**config.mk**
```make
export PLATFORM = sky130hd
export DESIGN_NAME = mdu_issue_reg
export DESIGN_NICKNAME = d
export VERILOG_FILES = /design/src/rtl/mdu_issue_reg.sv
export SDC_FILE = /design/constraint.sdc
export NUM_CORES = 1
export LEC_CHECK = 0
export BUFFER_PORTS_ARGS = -buffer_cell sky130_fd_sc_hd__buf_4
export CORE_AREA = 2 2 107 109
export CTS_CLUSTER_DIAMETER = 200
export CTS_CLUSTER_SIZE = 40
export DETAILED_ROUTE_END_ITERATION = 8
export DIE_AREA = 0 0 109 111
export PLACE_DENSITY = 0.85
export SYNTH_ARGS = -nofsm -noshare
export SYNTH_HDL_FRONTEND = slang
export SYNTH_SLANG_ARGS = --single-unit
export TNS_END_PERCENT = 1
```
**constraint.sdc**
```tcl
create_clock -name clk -period 11.3 [get_ports clk]
set_input_delay 1.695 -clock clk [delete_from_list [all_inputs] [get_ports clk]]
set_output_delay 1.695 -clock clk [all_outputs]
set_load 0.01 [all_outputs]
```
**src/rtl/mdu_issue_reg.sv**
```systemverilog
// D/E pipeline register for the multiply/divide path: latches operands into E,
// pulses MDU Start, and stalls D while a shadow countdown says the MDU is occupied.
module mdu_issue_reg #(
  parameter int unsigned MUL_LAT = 5,
  parameter int unsigned DIV_LAT = 10,
  parameter int unsigned CNT_W   = 4
) (
  input  logic        clk,
  input  logic        reset,
  input  logic        d_valid,
  input  logic [31:0] d_pc,
  input  logic [31:0] d_instr,
  input  logic [31:0] d_a,
  input  logic [31:0] d_b,
  input  logic [3:0]  d_mdu_op,
  input  logic        ext_stall,
  input  logic        flush_e,
  input  logic        mdu_busy,
  output logic        stall_d,
  output logic        e_valid,
  output logic [31:0] e_pc,
  output logic [31:0] e_instr,
  output logic [31:0] e_a,
  output logic [31:0] e_b,
  output logic [3:0]  e_mdu_op,
  output logic        e_start
);

  localparam logic [3:0] OP_MULT  = 4'd1;
  localparam logic [3:0] OP_MULTU = 4'd2;
  localparam logic [3:0] OP_DIV   = 4'd3;
  localparam logic [3:0] OP_DIVU  = 4'd4;
  localparam logic [3:0] OP_MTLO  = 4'd8;

  typedef enum logic [1:0] {IDLE, MUL, DIV} state_e;

  state_e            state_q, state_d;
  logic [CNT_W-1:0]  cnt_q, cnt_d;
  logic              e_valid_q, e_valid_d;
  logic [31:0]       e_pc_q, e_pc_d;
  logic [31:0]       e_instr_q, e_instr_d;
  logic [31:0]       e_a_q, e_a_d;
  logic [31:0]       e_b_q, e_b_d;
  logic [3:0]        e_mdu_op_q, e_mdu_op_d;
  logic              e_start_q, e_start_d;

  logic is_md, is_start_op, md_stall, bubble;

  // Hazard detection: an MD op waits while Start is in flight, the shadow counts, or the MDU reports Busy.
  always_comb begin
    is_md       = (d_mdu_op >= OP_MULT) && (d_mdu_op <= OP_MTLO);
    is_start_op = (d_mdu_op >= OP_MULT) && (d_mdu_op <= OP_DIVU);
    md_stall    = d_valid && is_md && (e_start_q || (cnt_q != '0) || mdu_busy);
    stall_d     = !reset && (md_stall || ext_stall);
    bubble      = stall_d || flush_e || !d_valid;
  end

  // E-stage next values: a bubble loads all zeros.
  always_comb begin
    e_valid_d  = 1'b0;
    e_pc_d     = '0;
    e_instr_d  = '0;
    e_a_d      = '0;
    e_b_d      = '0;
    e_mdu_op_d = '0;
    e_start_d  = 1'b0;
    if (!bubble) begin
      e_valid_d  = 1'b1;
      e_pc_d     = d_pc;
      e_instr_d  = d_instr;
      e_a_d      = d_a;
      e_b_d      = d_b;
      e_mdu_op_d = d_mdu_op;
      e_start_d  = is_start_op;
    end
  end

  // Occupancy shadow: armed by the Start currently in E, counts down to IDLE.
  always_comb begin
    state_d = state_q;
    cnt_d   = cnt_q;
    unique case (state_q)
      IDLE: begin
        if (e_start_q && ((e_mdu_op_q == OP_MULT) || (e_mdu_op_q == OP_MULTU))) begin
          state_d = MUL;
          cnt_d   = CNT_W'(MUL_LAT);
        end else if (e_start_q && ((e_mdu_op_q == OP_DIV) || (e_mdu_op_q == OP_DIVU))) begin
          state_d = DIV;
          cnt_d   = CNT_W'(DIV_LAT);
        end
      end
      MUL, DIV: begin
        if (cnt_q == CNT_W'(1)) begin
          state_d = IDLE;
          cnt_d   = '0;
        end else begin
          cnt_d = cnt_q - CNT_W'(1);
        end
      end
      default: begin
        state_d = IDLE;
        cnt_d   = '0;
      end
    endcase
  end

  always_ff @(posedge clk or posedge reset) begin
    if (reset) begin
      state_q    <= IDLE;
      cnt_q      <= '0;
      e_valid_q  <= 1'b0;
      e_pc_q     <= '0;
      e_instr_q  <= '0;
      e_a_q      <= '0;
      e_b_q      <= '0;
      e_mdu_op_q <= '0;
      e_start_q  <= 1'b0;
    end else begin
      state_q    <= state_d;
      cnt_q      <= cnt_d;
      e_valid_q  <= e_valid_d;
      e_pc_q     <= e_pc_d;
      e_instr_q  <= e_instr_d;
      e_a_q      <= e_a_d;
      e_b_q      <= e_b_d;
      e_mdu_op_q <= e_mdu_op_d;
      e_start_q  <= e_start_d;
    end
  end

  assign e_valid  = e_valid_q;
  assign e_pc     = e_pc_q;
  assign e_instr  = e_instr_q;
  assign e_a      = e_a_q;
  assign e_b      = e_b_q;
  assign e_mdu_op = e_mdu_op_q;
  assign e_start  = e_start_q;

endmodule
```
# Word-level counts from Yosys, hierarchy flattened
# Index checks and enable logic that the tools add are counted.
# word_totals
register_bits	140
latch_bits	0
ramBits	0
mem_bits_ro	0
inputBits	138
out_inout_bits	135
elab_cells	57
memories	0
# op_classes
addsub	1
mul	0
n_div	0
order_cmp	3
eq_ne	9
shifts	0
n_mux	15
bitwise	0
reduce_logical	20
# op_table
operator	n
32-bit 2-to-1 mux	4
4-bit 2-to-1 mux	4
4-bit by 1-bit == test with 1-bit output (second input constant)	2
4-bit by 2-bit == test with 1-bit output (second input constant)	2
4-bit case mux with 2 select lines	1
1-bit logical AND	7
1-bit logical OR	7
2-bit 2-to-1 mux	3
4-bit by 3-bit == test with 1-bit output (second input constant)	1
4-bit by 1-bit >= comparator with 1-bit output (second input constant)	1
4-bit by 3-bit <= comparator with 1-bit output (second input constant)	1
4-bit <= comparator (second input constant)	1
2-bit case mux with 2 select lines	1
4-bit nonzero test	1
4-bit by 1-bit subtractor with 4-bit output (second input constant)	1
3-bit inequality test (second input constant)	1
2-bit by 1-bit == test with 1-bit output (second input constant)	1
2-bit == test (second input constant)	1
1-bit logical NOT	2
2-bit logical NOT	1
1-bit 2-to-1 mux	2
2-bit inequality test (second input constant)	1
2-bit AND reduction	1
2-bit OR reduction	1

# Logic depth before layout (Yosys ltp)
# logic_depth
word_depth	9
ltp_mapped	7
depth_no_buf	6

# Least setup slack after synthesis
# OpenSTA, ideal clock, no wires.
# synth_path
path_type	input-to-reg
startpoint	in reset
endpoint	reg e_a_q[16] (netlist: e_a[16])
setup_ns	0.119
arrival_time_ns	5.772
t_required_ns	11.181
setup_slack_ns	5.409
path_stages	6
path_buffers	2
cell_sequence	inv_1 a211o_1 a31oi_4 buf_6 clkbuf_2 and2_1
# synth_between
elab_chain_len	5
# synth_rtl
element	line_no	text
from (decl)	9	input logic reset,
1-bit logical NOT (no line)	n/a	
1-bit logical AND	54	stall_d = !reset && (md_stall || ext_stall);
1-bit logical OR (2 in series)	55	bubble = stall_d || flush_e || !d_valid;
32-bit 2-to-1 mux	67	if (!bubble) begin
net e_a_d[16]	42	logic [31:0] e_a_q, e_a_d;
to (signal assigned)	114	e_a_q <= '0;
to (signal assigned)	124	e_a_q <= e_a_d;
to (decl)	42	
# The timed path passes the listed nets, and every way through them passes these cells.
# A chain may end at the register's enable or synchronous reset.

# Worst setup path in the final report
# layout_path
startpoint	in d_mdu_op[0]
endpoint	out stall_d
# layout_between
elab_chain_len	6
word_cells_on_any_way	7
classes_between	2 x order compare; 5 x reduce/logical
# layout_rtl
element	line_no	text
from (decl)	15	input logic [3:0] d_mdu_op,
4-bit by 1-bit >= comparator with 1-bit output / 4-bit <= comparator (equally long branches)	51	is_md = (d_mdu_op >= OP_MULT) && (d_mdu_op <= OP_MTLO);
1-bit logical AND *	51	
1-bit logical AND * (2 in series)	53	md_stall = d_valid && is_md && (e_start_q || (cnt_q != '0) || mdu_busy);
1-bit logical OR *	54	
1-bit logical AND *	54	
to (decl)	19	output logic stall_d,
# Every way passes the cells marked *; elsewhere a longest branch is shown, timed or not.

==> flow_results.xml <==
<?xml version="1.0" encoding="UTF-8"?>
<metrics>
  <group name="status">
    <metric name="status" unit="">finished, final reports clean</metric>
  </group>
  <group name="pwr">
    <metric name="ir_drop" unit="mV">0.09155</metric>
    <metric name="power.density_cell_area" unit="nW/um^2">161.4</metric>
    <metric name="leakage_power" unit="nW">4.090</metric>
  </group>
  <group name="global_route">
    <metric name="grt_start_max_net_pins" unit="">83</metric>
    <metric name="grt_pass1_wl" unit="um">18350</metric>
    <metric name="grt-ovfl-total" unit="">0</metric>
    <metric name="all_layer_global_routing_usage" unit="%">20.34</metric>
    <metric name="grt_antenna_before_repair" unit="">0</metric>
    <metric name="grt_pass1_vias" unit="">3651</metric>
  </group>
  <group name="timing">
    <metric name="final_period_minus_worst_setup_slack" unit="ns">4.298</metric>
    <metric name="final_max_slew_viol_count" unit="">0</metric>
    <metric name="setup_total_negative_slack" unit="ns">0</metric>
    <metric name="relSlewSlack" unit="%">32.54</metric>
    <metric name="max_clock_freq" unit="MHz">232.7</metric>
    <metric name="report.final.setup_viol" unit="">0</metric>
    <metric name="worst-slew-pin-transition" unit="ns">1.012</metric>
    <metric name="post-route-period-util" unit="%">38.03</metric>
    <metric name="clock_tree_skew_after_final_layout" unit="ns">0.008294</metric>
    <metric name="hold_viol_final" unit="">0</metric>
    <metric name="unrepaired_setup_endpoints_after_global_routing" unit="">false</metric>
  </group>
  <group name="min_path">
    <metric name="min_path_cells" unit="">1</metric>
    <metric name="timing.hold.worst.class" unit="">flop to flop</metric>
    <metric name="hold_start" unit="">state_q[1]$_DFFE_PP0P_</metric>
    <metric name="hold_path_end" unit="">state_q[1]$_DFFE_PP0P_</metric>
  </group>
  <group name="worst_setup_path">
    <metric name="worst-path-buf-inv" unit="">2</metric>
    <metric name="crit_path_dat" unit="ns">2.60</metric>
    <metric name="worstPathCellList" unit="">buf_4, nor3_2, xnor2_1, a31oi_1, nor2_1, buf_4</metric>
    <metric name="r2r_cells" unit="">6</metric>
    <metric name="worst-path-max-fanout" unit="">3</metric>
    <metric name="critPathKind" unit="">primary input to output pin</metric>
    <metric name="worst_setup_path_end_kind" unit="">output pin</metric>
    <metric name="cp_slowest_cell" unit="">sky130_fd_sc_hd__xnor2_1</metric>
    <metric name="startpoint_type" unit="">primary input</metric>
    <metric name="worstReg2RegStart" unit="">cnt_q[0]$_DFFE_PP0P_</metric>
    <metric name="worst_r2r_end" unit="">e_start$_DFF_PP0_</metric>
    <metric name="cp_data_required_time" unit="ns">9.61</metric>
    <metric name="top_cell_family_by_delay_on_the_critical_path" unit="">simple AND/OR/NAND/NOR gates</metric>
    <metric name="reg2reg_slack" unit="ns">8.55</metric>
    <metric name="worst_path_most_repeated_cell" unit="">sky130_fd_sc_hd__buf_4</metric>
    <metric name="cpPeakStageDelay" unit="ns">0.22</metric>
  </group>
  <group name="run">
    <metric name="timing.max_cap.violations" unit="">0</metric>
  </group>
  <group name="clock_tree">
    <metric name="clk_latency" unit="ns">0.41</metric>
    <metric name="clock-sinks" unit="">140</metric>
    <metric name="clk_root_buffer_cell" unit="">sky130_fd_sc_hd__clkbuf_16</metric>
    <metric name="clock_tree_from_tritoncts" unit="">done</metric>
    <metric name="cts-hold-fix-buffers" unit="">0</metric>
    <metric name="cts-buffers-inserted" unit="">17</metric>
    <metric name="worst_setup_hold_path_clk_slew" unit="ns">0.05</metric>
    <metric name="postCtsResizedCells" unit="">0</metric>
    <metric name="cts-htree-levels" unit="">4</metric>
    <metric name="cts_buffer_depth" unit="">2</metric>
    <metric name="count_of_buffers_added_by_post_cts_timing_repair_for_setup" unit="">0</metric>
  </group>
  <group name="synth">
    <metric name="post_synthesis_register_bit_count" unit="">140</metric>
    <metric name="synth_nets" unit="">483</metric>
    <metric name="yosys_warnings" unit="">0</metric>
    <metric name="syn_area" unit="sq um">4765</metric>
    <metric name="synth_area_per_cell" unit="sq um">14.01</metric>
    <metric name="yosys.cell_types.count" unit="">30</metric>
    <metric name="synth_seq_area_share" unit="%">73.53</metric>
    <metric name="number_of_standard_cells_after_synthesis" unit="">340</metric>
  </group>
  <group name="finish">
    <metric name="layout-drive-gt1-share" unit="%">48.81</metric>
    <metric name="antenna_cells" unit="">0</metric>
    <metric name="mostFrequentLayoutCell" unit="">sky130_fd_sc_hd__buf_4</metric>
    <metric name="synthToLayoutAreaGrowth" unit="%">56.72</metric>
    <metric name="mostFrequentLayoutCells" unit="">274 x sky130_fd_sc_hd__buf_4, 140 x sky130_fd_sc_hd__dfrtp_1, 132 x sky130_fd_sc_hd__and2_1</metric>
    <metric name="finalNetCount" unit="">762</metric>
    <metric name="layout.core_utilization" unit="%">67.41</metric>
  </group>
  <group name="floorplan">
    <metric name="die_x" unit="um">109</metric>
    <metric name="die_area" unit="sq um">12100</metric>
    <metric name="ioPinCount" unit="">273</metric>
    <metric name="placement_rows" unit="">39</metric>
    <metric name="floorplan.initialDensity" unit="%">43.01</metric>
    <metric name="die_height" unit="um">111</metric>
    <metric name="fp.coreArea" unit="sq um">11080</metric>
  </group>
  <group name="route">
    <metric name="drt-initial-drc-count" unit="">150</metric>
    <metric name="totalWireLength" unit="um">11770</metric>
    <metric name="first_pass_iters" unit="">4</metric>
    <metric name="remaining_drc_errors" unit="">0</metric>
    <metric name="route.antenna.remaining_nets" unit="">0</metric>
    <metric name="vias_per_cell" unit="">4.410</metric>
    <metric name="routed-via-count" unit="">3413</metric>
    <metric name="drt-wirelength-per-cell" unit="um">15.21</metric>
  </group>
  <group name="placed_design">
    <metric name="port_buffers" unit="">272</metric>
    <metric name="gp_congestion" unit="">0.9156</metric>
    <metric name="dpl.hpwl" unit="um">8537</metric>
  </group>
</metrics>
-- power by group --
| group | total, W | internal, W | switching [W] |
|---|---|---|---|
| Clock | 0.000490 | 0.000290 | 0.000200 |
| Combinational | 0.000172 | 0.0000886 | 0.0000836 |
| Sequential | 0.000543 | 0.000529 | 0.0000142 |
-- per-stage QoR --
| step | setup WS (ns) | cell area [sq um] | total power, W | hold WS, ns | std cells |
|---|---|---|---|---|---|
| after global placement | 7.029 | 6937 | 0.0007127 | 0.5029 | 743 |
| final | 7.002 | 7467 | 0.001205 | 0.5265 | 774 |
| after global routing | 6.927 | 7467 | 0.001262 | 0.5781 | 774 |
| after detailed placement | 6.999 | 6937 | 0.0007230 | 0.5235 | 743 |
| after floorplan | 5.409 | 4765 | 0.0006340 | 0.4864 | 340 |
| after CTS | 6.992 | 7467 | 0.001217 | 0.5354 | 774 |
-- routing by layer --
| metal | vias to the layer above | global-route usage (%) | wire, um |
|---|---|---|---|
| met5 | - | 0 | 0 |
| met4 | 0 | 9.915 | 324 |
| met3 | 26 | 7.290 | 1062 |
| met2 | 172 | 34.37 | 6274 |
| met1 | 1603 | 22.34 | 4111 |
| li1 | 1612 | - | - |
-- flip-flops by register name, indices dropped and copies added (netlist names) --
register and cells:
state_q 2, e_instr 32, e_pc 32, e_start 1, e_valid 1, e_b 32, e_a 32, cnt_q 4
e_mdu_op 4
-- cells by family (layout without fill, tap and decap cells) --
family	count (synthesis)	count (layout)	share of synthesized area (%)
AOI/OAI and AO/OA	20	20	3.046
xor gates and xnor gates	2	2	0.3677
and+or+nand+nor	152	152	19.75
buffers and inverters	21	312	1.996
DFF	140	140	73.53
adders and majority gates	5	5	1.313
-- synth_stat cells (all sizes together) --
library cell | number | area [sq um]
dfrtp | 140 | 3503
and2 | 132 | 825.8
clkbuf | 12 | 52.55
inv | 7 | 26.28
o21ai | 7 | 35.03
nor2 | 6 | 22.52
ha | 5 | 62.56
nand2 | 3 | 11.26
nor3 | 3 | 20.02
o31a | 3 | 26.28
a21boi | 2 | 15.01
a21oi | 2 | 10.01
a31oi | 2 | 27.53
buf | 2 | 16.26
nand2b | 2 | 12.51
xnor2 | 2 | 17.52
a211o | 1 | 8.760
and4bb | 1 | 12.51
nand3 | 1 | 5.000
nor2b | 1 | 6.260
nor4b | 1 | 8.760
o21a | 1 | 7.510
o22a | 1 | 8.760
o22ai | 1 | 6.260
or2 | 1 | 6.260
or4b | 1 | 10.01
-- how the worst max path moves through the flow --
| stage | startpoint | to | cells past startpoint |
|---|---|---|---|
| 2_1_floorplan | reset | e_a[16]$_DFF_PP0_ | 6 |
| 5_1_grt | d_mdu_op[0] | stall_d | 6 |
| 3_5_place_dp | d_mdu_op[0] | stall_d | 6 |
| 4_1_cts | d_mdu_op[0] | stall_d | 6 |
| 3_3_place_gp | d_mdu_op[0] | stall_d | 6 |
| 6_report | d_mdu_op[0] | stall_d | 6 |
-- layout make-up --
cell class / instances / area, sq um
Clock buffer: 21 / 460.4
Clock inverter: 10 / 70.07
Fill cell: 808 / 3610
Inverter: 7 / 31.28
Multi-Input combinational cell: 179 / 1166
Sequential cell: 140 / 3503
Tap cell: 143 / 178.9
Timing Repair Buffer: 274 / 2057
Note: power is estimated with default switching activity, not from simulation.
